==> src/rtl/tug_of_war_ctrl_pkg.sv <==
// Purpose : shared types for the Tug of War game controller (FSM states, winner codes).
// Latency : n/a (types and constants only).
// Backpressure: n/a.
package tow_pkg;

   typedef enum logic [1:0] {
      PLAY = 2'd0,
      SHOW = 2'd1,
      OVER = 2'd2
   } state_t;

   localparam logic [1:0] WIN_NONE = 2'b00;
   localparam logic [1:0] WIN_L    = 2'b10;
   localparam logic [1:0] WIN_R    = 2'b01;

endpackage

==> src/rtl/tug_of_war_ctrl_if.sv <==
// Purpose : bundle of press inputs and game-state outputs of the Tug of War controller.
// Latency : n/a (wires only).
// Backpressure: none; presses are single-cycle pulses and are never stalled.
// Ports   : leftpress/rightpress (press pulses), led (one-hot rope or zero),
//           winner, score_l, score_r, match_over.
interface tug_of_war_ctrl_if #(
   parameter int NUM_LEDS = 9,
   parameter int SCORE_W  = 3
);
   logic                leftpress;
   logic                rightpress;
   logic [NUM_LEDS-1:0] led;
   logic [1:0]          winner;
   logic [SCORE_W-1:0]  score_l;
   logic [SCORE_W-1:0]  score_r;
   logic                match_over;

   // master drives the presses, slave is the controller
   modport master (
      output leftpress, rightpress,
      input  led, winner, score_l, score_r, match_over
   );

   modport slave (
      input  leftpress, rightpress,
      output led, winner, score_l, score_r, match_over
   );
endinterface

==> src/rtl/tug_of_war_ctrl_hold_timer.sv <==
// Purpose : loadable down-counter that times the winner display hold.
// Latency : load/decrement visible after the next clk edge; zero is decoded from the count.
// Backpressure: none; en simply pauses the count, and it stops by itself at zero.
// Ports   : clk, reset (sync, active-high), load, load_val, en, zero.
module hold_timer #(
   parameter int W = 2
) (
   input  logic         clk,
   input  logic         reset,
   input  logic         load,
   input  logic [W-1:0] load_val,
   input  logic         en,
   output logic         zero
);

   logic [W-1:0] count;

   always_ff @(posedge clk) begin
      if (reset) begin
         count <= '0;
      end else if (load) begin
         count <= load_val;
      end else if (en && (count != '0)) begin
         count <= count - 1'b1;
      end
   end

   assign zero = (count == '0);

endmodule

==> src/rtl/tug_of_war_ctrl.sv <==
// Purpose : Tug of War game FSM: moves the rope light, scores rounds, holds the win, ends the match.
// Latency : a press sampled at edge n is reflected on every output after edge n (all outputs registered).
// Backpressure: none; presses during the win hold, in the hold-exit cycle, or after the match are dropped.
// Ports   : clk, reset (sync, active-high), bus (slave modport: leftpress, rightpress in;
//           led, winner, score_l, score_r, match_over out).
module tug_of_war_ctrl
   import tow_pkg::*;
#(
   parameter int NUM_LEDS     = 9,
   parameter int SCORE_W      = 3,
   parameter int MATCH_POINTS = 3,
   parameter int HOLD_CYCLES  = 4
) (
   input  logic              clk,
   input  logic              reset,
   tug_of_war_ctrl_if.slave  bus
);

   localparam int PW = $clog2(NUM_LEDS);
   localparam int TW = (HOLD_CYCLES > 1) ? $clog2(HOLD_CYCLES) : 1;

   localparam logic [PW-1:0]      CENTER = PW'((NUM_LEDS - 1) / 2);
   localparam logic [PW-1:0]      MAXPOS = PW'(NUM_LEDS - 1);
   localparam logic [SCORE_W-1:0] MP     = SCORE_W'(MATCH_POINTS);
   localparam logic [TW-1:0]      HOLD_LD = TW'(HOLD_CYCLES - 1);

   state_t              state;
   logic [PW-1:0]       pos;
   logic [NUM_LEDS-1:0] led_q;
   logic [1:0]          winner_q;
   logic [SCORE_W-1:0]  score_l_q;
   logic [SCORE_W-1:0]  score_r_q;
   logic                match_over_q;

   logic                move_l;
   logic                move_r;
   logic                win_l;
   logic                win_r;
   logic [SCORE_W-1:0]  score_l_inc;
   logic [SCORE_W-1:0]  score_r_inc;
   logic                timer_load;
   logic                timer_en;
   logic                timer_zero;

   function automatic logic [NUM_LEDS-1:0] onehot(input logic [PW-1:0] idx);
      onehot = {{(NUM_LEDS-1){1'b0}}, 1'b1} << idx;
   endfunction

   // Simultaneous presses cancel, so only a lone press counts as a move.
   always_comb begin
      move_l      = bus.leftpress & ~bus.rightpress;
      move_r      = bus.rightpress & ~bus.leftpress;
      win_l       = (state == PLAY) && move_l && (pos == MAXPOS);
      win_r       = (state == PLAY) && move_r && (pos == '0);
      score_l_inc = score_l_q + 1'b1;
      score_r_inc = score_r_q + 1'b1;
      // A match-winning round goes straight to OVER and never needs the hold.
      timer_load  = (win_l && (score_l_inc != MP)) || (win_r && (score_r_inc != MP));
      timer_en    = (state == SHOW);
   end

   hold_timer #(.W(TW)) u_hold_timer (
      .clk      (clk),
      .reset    (reset),
      .load     (timer_load),
      .load_val (HOLD_LD),
      .en       (timer_en),
      .zero     (timer_zero)
   );

   always_ff @(posedge clk) begin
      if (reset) begin
         state        <= PLAY;
         pos          <= CENTER;
         led_q        <= onehot(CENTER);
         winner_q     <= WIN_NONE;
         score_l_q    <= '0;
         score_r_q    <= '0;
         match_over_q <= 1'b0;
      end else begin
         case (state)
            PLAY: begin
               if (win_l) begin
                  score_l_q <= score_l_inc;
                  winner_q  <= WIN_L;
                  led_q     <= '0;
                  if (score_l_inc == MP) begin
                     state        <= OVER;
                     match_over_q <= 1'b1;
                  end else begin
                     state <= SHOW;
                  end
               end else if (win_r) begin
                  score_r_q <= score_r_inc;
                  winner_q  <= WIN_R;
                  led_q     <= '0;
                  if (score_r_inc == MP) begin
                     state        <= OVER;
                     match_over_q <= 1'b1;
                  end else begin
                     state <= SHOW;
                  end
               end else if (move_l) begin
                  pos   <= pos + 1'b1;
                  led_q <= onehot(pos + 1'b1);
               end else if (move_r) begin
                  pos   <= pos - 1'b1;
                  led_q <= onehot(pos - 1'b1);
               end
            end
            SHOW: begin
               // Exit when the hold has counted down; any press this cycle is dropped.
               if (timer_zero) begin
                  state    <= PLAY;
                  pos      <= CENTER;
                  led_q    <= onehot(CENTER);
                  winner_q <= WIN_NONE;
               end
            end
            OVER: begin
               // Frozen until reset.
            end
            default: begin
               state <= PLAY;
               pos   <= CENTER;
               led_q <= onehot(CENTER);
            end
         endcase
      end
   end

   assign bus.led        = led_q;
   assign bus.winner     = winner_q;
   assign bus.score_l    = score_l_q;
   assign bus.score_r    = score_r_q;
   assign bus.match_over = match_over_q;

endmodule

==> src/flat_wrapper.sv <==
// flat-port wrapper written by rule: the top's interface ports become plain ports
module tug_of_war_ctrl_flat import tow_pkg::*;
#(
   parameter int NUM_LEDS     = 9,
   parameter int SCORE_W      = 3,
   parameter int MATCH_POINTS = 3,
   parameter int HOLD_CYCLES  = 4
)
  (clk, reset, bus_leftpress, bus_rightpress, bus_led, bus_winner, bus_score_l, bus_score_r, bus_match_over);
  tug_of_war_ctrl_if #(.NUM_LEDS(NUM_LEDS), .SCORE_W(SCORE_W)) bus_i ();
  input  logic clk;
  input  logic reset;
  input wire logic [$bits(bus_i.leftpress)-1:0] bus_leftpress;
  input wire logic [$bits(bus_i.rightpress)-1:0] bus_rightpress;
  output wire logic [$bits(bus_i.led)-1:0] bus_led;
  output wire logic [$bits(bus_i.winner)-1:0] bus_winner;
  output wire logic [$bits(bus_i.score_l)-1:0] bus_score_l;
  output wire logic [$bits(bus_i.score_r)-1:0] bus_score_r;
  output wire logic [$bits(bus_i.match_over)-1:0] bus_match_over;
  assign bus_i.leftpress = bus_leftpress;
  assign bus_i.rightpress = bus_rightpress;
  assign bus_led = bus_i.led;
  assign bus_winner = bus_i.winner;
  assign bus_score_l = bus_i.score_l;
  assign bus_score_r = bus_i.score_r;
  assign bus_match_over = bus_i.match_over;
  tug_of_war_ctrl #(.NUM_LEDS(NUM_LEDS), .SCORE_W(SCORE_W), .MATCH_POINTS(MATCH_POINTS), .HOLD_CYCLES(HOLD_CYCLES)) u_core (.clk(clk), .reset(reset), .bus(bus_i));
endmodule
==> config.mk <==
export PLATFORM = sky130hd
export DESIGN_NAME = tug_of_war_ctrl_flat
export DESIGN_NICKNAME = d
export VERILOG_FILES = /design/src/rtl/tug_of_war_ctrl_pkg.sv /design/src/rtl/tug_of_war_ctrl_if.sv /design/src/rtl/tug_of_war_ctrl_hold_timer.sv /design/src/rtl/tug_of_war_ctrl.sv /design/src/flat_wrapper.sv
export SDC_FILE = /design/constraint.sdc
export NUM_CORES = 1
export LEC_CHECK = 0
export CAP_MARGIN = 20
export CORE_MARGIN = 2
export CORE_UTILIZATION = 47
export CTS_BUF_LIST = sky130_fd_sc_hd__clkbuf_4 sky130_fd_sc_hd__clkbuf_8 sky130_fd_sc_hd__clkbuf_16
export DETAILED_ROUTE_END_ITERATION = 10
export GPL_ROUTABILITY_DRIVEN = 0
export PLACE_DENSITY_LB_ADDON = 0.12
export SLEW_MARGIN = 20
export SYNTH_ARGS = -nofsm -noshare
export SYNTH_HDL_FRONTEND = slang
export SYNTH_SLANG_ARGS = --single-unit
==> constraint.sdc <==
create_clock -name clk -period 2 [get_ports clk]
set_input_delay 0.4 -clock clk [delete_from_list [all_inputs] [get_ports clk]]
set_output_delay 0.4 -clock clk [all_outputs]
set_load 0.005 [all_outputs]
; Word level (Yosys, flattened, before mapping)
; Index checks and enable logic that the tools add are counted.
[word_totals]
input_bits = 4
register_bits = 26
wordCells = 85
[classes]
n_bitwise = 6
add_sub_neg = 5
mux = 27
shift = 2
n_reduce_logical = 23
n_eq_ne = 14
[op_table]
columns = operator, n
row1 = 9-bit two-way mux, 5
row2 = 9-bit case mux with 3 select lines, 1
row3 = 4-bit two-way mux, 5
row4 = 2-bit two-way mux, 9
row5 = 1-bit by 4-bit left shift with 9-bit output (first input constant), 2
row6 = 4-bit case mux with 3 select lines, 1
row7 = 3-bit AND reduction, 4
row8 = 2-bit nonzero test, 5
row9 = 1-bit logical AND, 7
row10 = 3-bit by 1-bit adder with 3-bit output (second input constant), 2
row11 = 3-bit by 2-bit equality test with 1-bit output (second input constant), 2
row12 = 2-bit inequality test (second input constant), 3
row13 = 3-bit by 1-bit inequality test with 1-bit output (second input constant), 2
row14 = 3-bit by 2-bit inequality test with 1-bit output (second input constant), 2
row15 = 2-bit case mux with 3 select lines, 1
row16 = 5-bit by 1-bit inequality test with 1-bit output (second input constant), 1
row17 = 5-bit AND reduction, 1
row18 = 4-bit by 1-bit adder with 4-bit output (second input constant), 1
row19 = 4-bit equality test (second input constant), 1
row20 = 2-bit logical NOT, 2
row21 = 4-bit logical NOT, 1
row22 = 1-bit two-way mux, 4
row23 = 1-bit NOT, 4
row24 = 2-bit case mux with 2 select lines, 1
row25 = 9 further kinds, 10

; Longest topological paths before layout
[depth]
word_depth = 7
mapped_depth = 8

; By module
; Synthesis repeated with hierarchy kept, for this count alone.
[unflattened]
cells_unflattened = 156
area_unflattened_um2 = 1393.8
[modules_own_cells]
columns = module, seq_area_each_um2, cells_per_inst, area_per_inst_um2, n_inst
row1 = tug_of_war_ctrl, 480.5, 142, 1267.5, 1
row2 = hold_timer, 40.0, 14, 126.4, 1

; Worst setup path after synthesis
; No wires, ideal clock.
[synth_timing]
path_kind = input to register
startpoint = input bus_rightpress
endpoint = register u_core.led_q[5], in the netlist u_core.bus.led[5]
arrival_time_ns = 1.961
stages = 8
setup_ns = 0.140
path_slack_ns = -0.100
path_cell_list = and2b_2 inv_2 ha_1 nand2_1 mux2_2 o22ai_2 xnor2_1 o32ai_1
[synth_via]
elab_chain_len = 6
[synth_lines]
columns = element, line_no
row1 = start: declaration, flat_wrapper.sv:14  ; input wire logic [$bits(bus_i.rightpress)-1:0] bus_rightpress;
row2 = 1-bit NOT or 1-bit AND (tied branches), "tug_of_war_ctrl.sv:51, tug_of_war_ctrl.sv:52"
row3 = 1-bit AND or 1-bit logical AND (tied branches), "tug_of_war_ctrl.sv:51, tug_of_war_ctrl.sv:54"
row4 = 9-bit two-way mux (tied with other cells), tug_of_war_ctrl.sv:103  ; end else if (move_l) begin
row5 = 9-bit two-way mux or 1-bit logical AND (tied branches), "tug_of_war_ctrl.sv:93, tug_of_war_ctrl.sv:53"
row6 = 9-bit two-way mux or 5-bit by 1-bit inequality test with 1-bit output (tied branches), -
row7 = 9-bit case mux with 3 select lines or 3-bit AND reduction (tied branches), -
row8 = end signal: assignment, tug_of_war_ctrl.sv:105  ; led_q <= onehot(pos + 1'b1);
row9 = end signal: assignment, tug_of_war_ctrl.sv:108  ; led_q <= onehot(pos - 1'b1);
row10 = end signal: assignment, tug_of_war_ctrl.sv:116  ; led_q <= onehot(CENTER);
row11 = end: declaration, tug_of_war_ctrl.sv:29  ; logic [NUM_LEDS-1:0] led_q;
; Parallel ways exist; a longest one is shown, timed or not.
; A chain may end at the register's enable or synchronous reset.

; Worst setup path in the final report
[layout_timing]
startpoint = input bus_leftpress
endpoint = register u_core.led_q[7], in the netlist u_core.bus.led[7]
[layout_via]
elab_chain_len = 7
[layout_lines]
columns = element, line_no
row1 = start: declaration, flat_wrapper.sv:13  ; input wire logic [$bits(bus_i.leftpress)-1:0] bus_leftpress;
row2 = 1-bit NOT, tug_of_war_ctrl.sv:52  ; move_r = bus.rightpress & ~bus.leftpress;
row3 = 1-bit AND, tug_of_war_ctrl.sv:52
row4 = 1-bit logical AND (2 in series), tug_of_war_ctrl.sv:54  ; win_r = (state == PLAY) && move_r && (pos == '0);
row5 = 9-bit two-way mux, tug_of_war_ctrl.sv:93  ; end else if (win_r) begin
row6 = 9-bit two-way mux, tug_of_war_ctrl.sv:83  ; if (win_l) begin
row7 = 9-bit case mux with 3 select lines, tug_of_war_ctrl.sv:81  ; case (state)
row8 = end signal: assignment, tug_of_war_ctrl.sv:75  ; led_q <= onehot(CENTER);
row9 = end signal: assignment, tug_of_war_ctrl.sv:105
row10 = end signal: assignment, tug_of_war_ctrl.sv:108
; Parallel ways exist; a longest one is shown, timed or not.

==> results.ini <==
[setup_path]
arrival_ns = 2.16
rr_endpoint = u_core.pos[1]
critPathLaunch = bus_leftpress
crit_buf_inv = 2
crit_path_max_incr_delay_ns = 0.31
r2r_setup_slack_ns = 0.13
path_depth = 9
reg2reg_from = u_core.pos[1]
path_class = in -> reg
worst_ep_required_time_ns = 2.23
critical-path-top-delay-family = compound AO/OA/AOI/OAI gates
start_kind = primary input
cp_max_fo = 8
worst_setup_path_end_kind = flip-flop
slowest_stage = mux2_4
worstRegToRegCells = 6
crit_path_end = u_core.bus.led[7]
path_cells = dlygate4sd2_1 -> and2b_2 -> inv_2 -> ha_4 -> nand2_2 -> mux2_4 -> o22ai_4 -> xnor2_4 -> o32ai_2

[finish]
nets = 221
final_common_cell = buf_4
fill_cells = 229
syn_to_final_growth_pct = 40.1
layout_common_cells = buf_4 (28), dfxtp_1 (26), clkdlybuf4s50_1 (19)
drive_gt1_share_pct = 24.0
diodes = 0

[place]
hpwl_um = 2370
port_buffers = 21

[drt]
firstDrtPassIters = 7
drc = 2
drt-initial-drc-count = 58
ant_nets = 0
routed_wl_um = 3130
vias_per_cell = 5.33
vias = 1252
wl_per_cell_um = 13.3

[grt]
grt.total_usage_pct = 20.3
grt_pass1_vias = 1222
antenna_found_initial = 0
grt_pass1_wl_um = 5440
grt_max_degree = 23
gr-total-overflow = 0

[power]
leakagePower_uw = 0.000759
ir_drop_mv = 0.450
p_total_uw = 1490
power_density_nw_per_um2 = 759

[cts]
clockRootBuffer = clkbuf_4
cts_tree = built
clock_latency_ns = 0.32
clk_pin_slew_worst_paths_ns = 0.13
clock-sinks = 26
clock_path_buffers = 2
numCtsBuffers = 3
cts_htree_levels = 1

[job]
maxCapViolations = 0

[sta]
period_share_pct = 96.3
worst_pin_slew_ns = 0.534
post-route-min-period_ns = 1.93
finalHoldViolCount = 0
drv_slew = 0
rsz0062_at_grt = no
skew_ns = 0.0163
fmaxAchievable_ghz = 0.519
final-setup-viol-count = 0
slew_headroom_pct = 64.4
setup-tns-final_ns = 0

[logic_synthesis]
netlist_top_cells_area = dfxtp_1 (37%), ha_1 (11%), xnor2_1 (5.6%)
synth_fa_ha_area_share_pct = 10.7
synth_nets = 173
yosysTopAreaCell = dfxtp_1
synthSimpleGateAreaFrac_pct = 21.4
synthCells = 157
ys_warn_count = 0
syn_area_um2 = 1400
synth-main-ff-cell = dfxtp_1
ys_ff_latch = 26
netlist.area_leader.share_pct = 37.1
synth_xor_xnor_area_share_pct = 8.11
synth.distinct_cells = 39
synth_top_family_by_area = simple AND/OR/NAND/NOR gates
synth_edf_count = 0
synth_compound_area_share_pct = 17.4
synth.avg_cell_area_um2 = 8.94
synth.area.mux_share_pct = 0.802
yosysSeqAreaShare_pct = 37.1
synth-async-reset-ratio_pct = 0

[floorplanning]
fp-row-count = 19
initial_utilization_pct = 50.0
core_um2 = 2810
die_y_um = 58.7
ios = 22
die_w_um = 58.7
dieArea_um2 = 3440

[run_status]
status = complete, but fails checks
violations = design-rule violations

[hold_path]
hold_class = reg -> reg

## synthesized netlist by cell type, types with 2 or more instances
cell / number
a211oi_1: 4
a21oi_1: 9
a22o_1: 2
buf_4: 2
clkbuf_1: 4
dfxtp_1: 26
ha_1: 12
inv_1: 8
nand2_1: 14
nand2b_1: 3
nand3b_1: 4
nor2_1: 17
nor2b_1: 3
nor3_2: 2
o21a_1: 2
o21ai_0: 2
o21ai_1: 2
o22ai_1: 4
o32ai_1: 4
or4b_1: 3
xnor2_1: 9
xor2_1: 4
## worst min-delay path by stage
stage	from	end	slack [ns]	cells after the start
after floorplan	u_core.bus.led[1]	u_core.bus.led[1]	0.46	2
after global placement	u_core.bus.match_over	u_core.bus.match_over	0.45	2
after detailed placement	u_core.bus.led[3]	u_core.bus.led[3]	0.46	2
after CTS	u_core.bus.led[3]	u_core.bus.led[3]	0.48	2
after global routing	u_core.bus.led[1]	u_core.bus.led[1]	0.49	2
final	u_core.bus.led[3]	u_core.bus.led[3]	0.48	2
## logic make-up after synthesis
group,count (synthesis)
simple gates,55
compound gates,35
flops,26
buf+inv,15
xor+xnor,13
fa+ha+maj,12
mux,1
## stage by stage
step / utilization [%] / hold slack [ns] / setup slack, ns / instance area [µm²] / std cells
floorplan: - / 0.463 / 0.0252 / 1440 / 157
global placement: 66.2 / 0.454 / -0.468 / 1860 / 229
detailed placement: 66.2 / 0.464 / -0.560 / 1860 / 229
CTS: 70.1 / 0.483 / 0.0379 / 1970 / 235
global route: 70.1 / 0.488 / 0.00474 / 1970 / 235
finish: 70.1 / 0.478 / 0.0740 / 1970 / 235
## cell type report
class	count	area, µm²	share of cell area, %
Inverter	9	33.8	1.72
Clock inverter	1	30.0	1.53
Tap cell	31	38.8	1.97
Sequential cell	26	520	26.5
Timing Repair Buffer	49	419	21.3
Multi-Input combinational cell	116	902	45.9
Clock buffer	3	22.5	1.15
## registers in the layout, indices dropped and copies added (netlist names)
signal / count
u_core.bus.led: 9
u_core.pos: 4
u_core.state: 2
u_core.bus.winner: 2
u_core.bus.score_r: 3
u_core.bus.match_over: 1
u_core.u_hold_timer.count: 2
u_core.bus.score_l: 3
## what timing repair did
action | in CTS | in global routing
setup buffers | 2 | 0
setup endpoints to repair | 10 | 2
pin swaps | 7 | 1
resized for setup | 10 | 0
hold buffers | 0 | 0
## tightest hold or removal path: stages (launching register included)
cell	delay, ns
dfxtp_1	0.33
nand2_1	0.05
o22ai_1	0.06
## routing by layer
| layer | vias to the layer above | GRT usage, % | wire length, µm |
|---|---|---|---|
| li1 | 644 | - | - |
| met1 | 584 | 29.0 | 1550 |
| met2 | 22 | 32.6 | 1460 |
| met3 | 2 | 2.64 | 97 |
| met4 | 0 | 4.87 | 22 |
| met5 | - | 0 | 0 |
## power by group
group          total, µW  switching, µW  internal, µW
combinational        540            258           282
clock                363            160           203
sequential           591           33.4           558
Note: power is estimated with default switching activity, not from simulation.
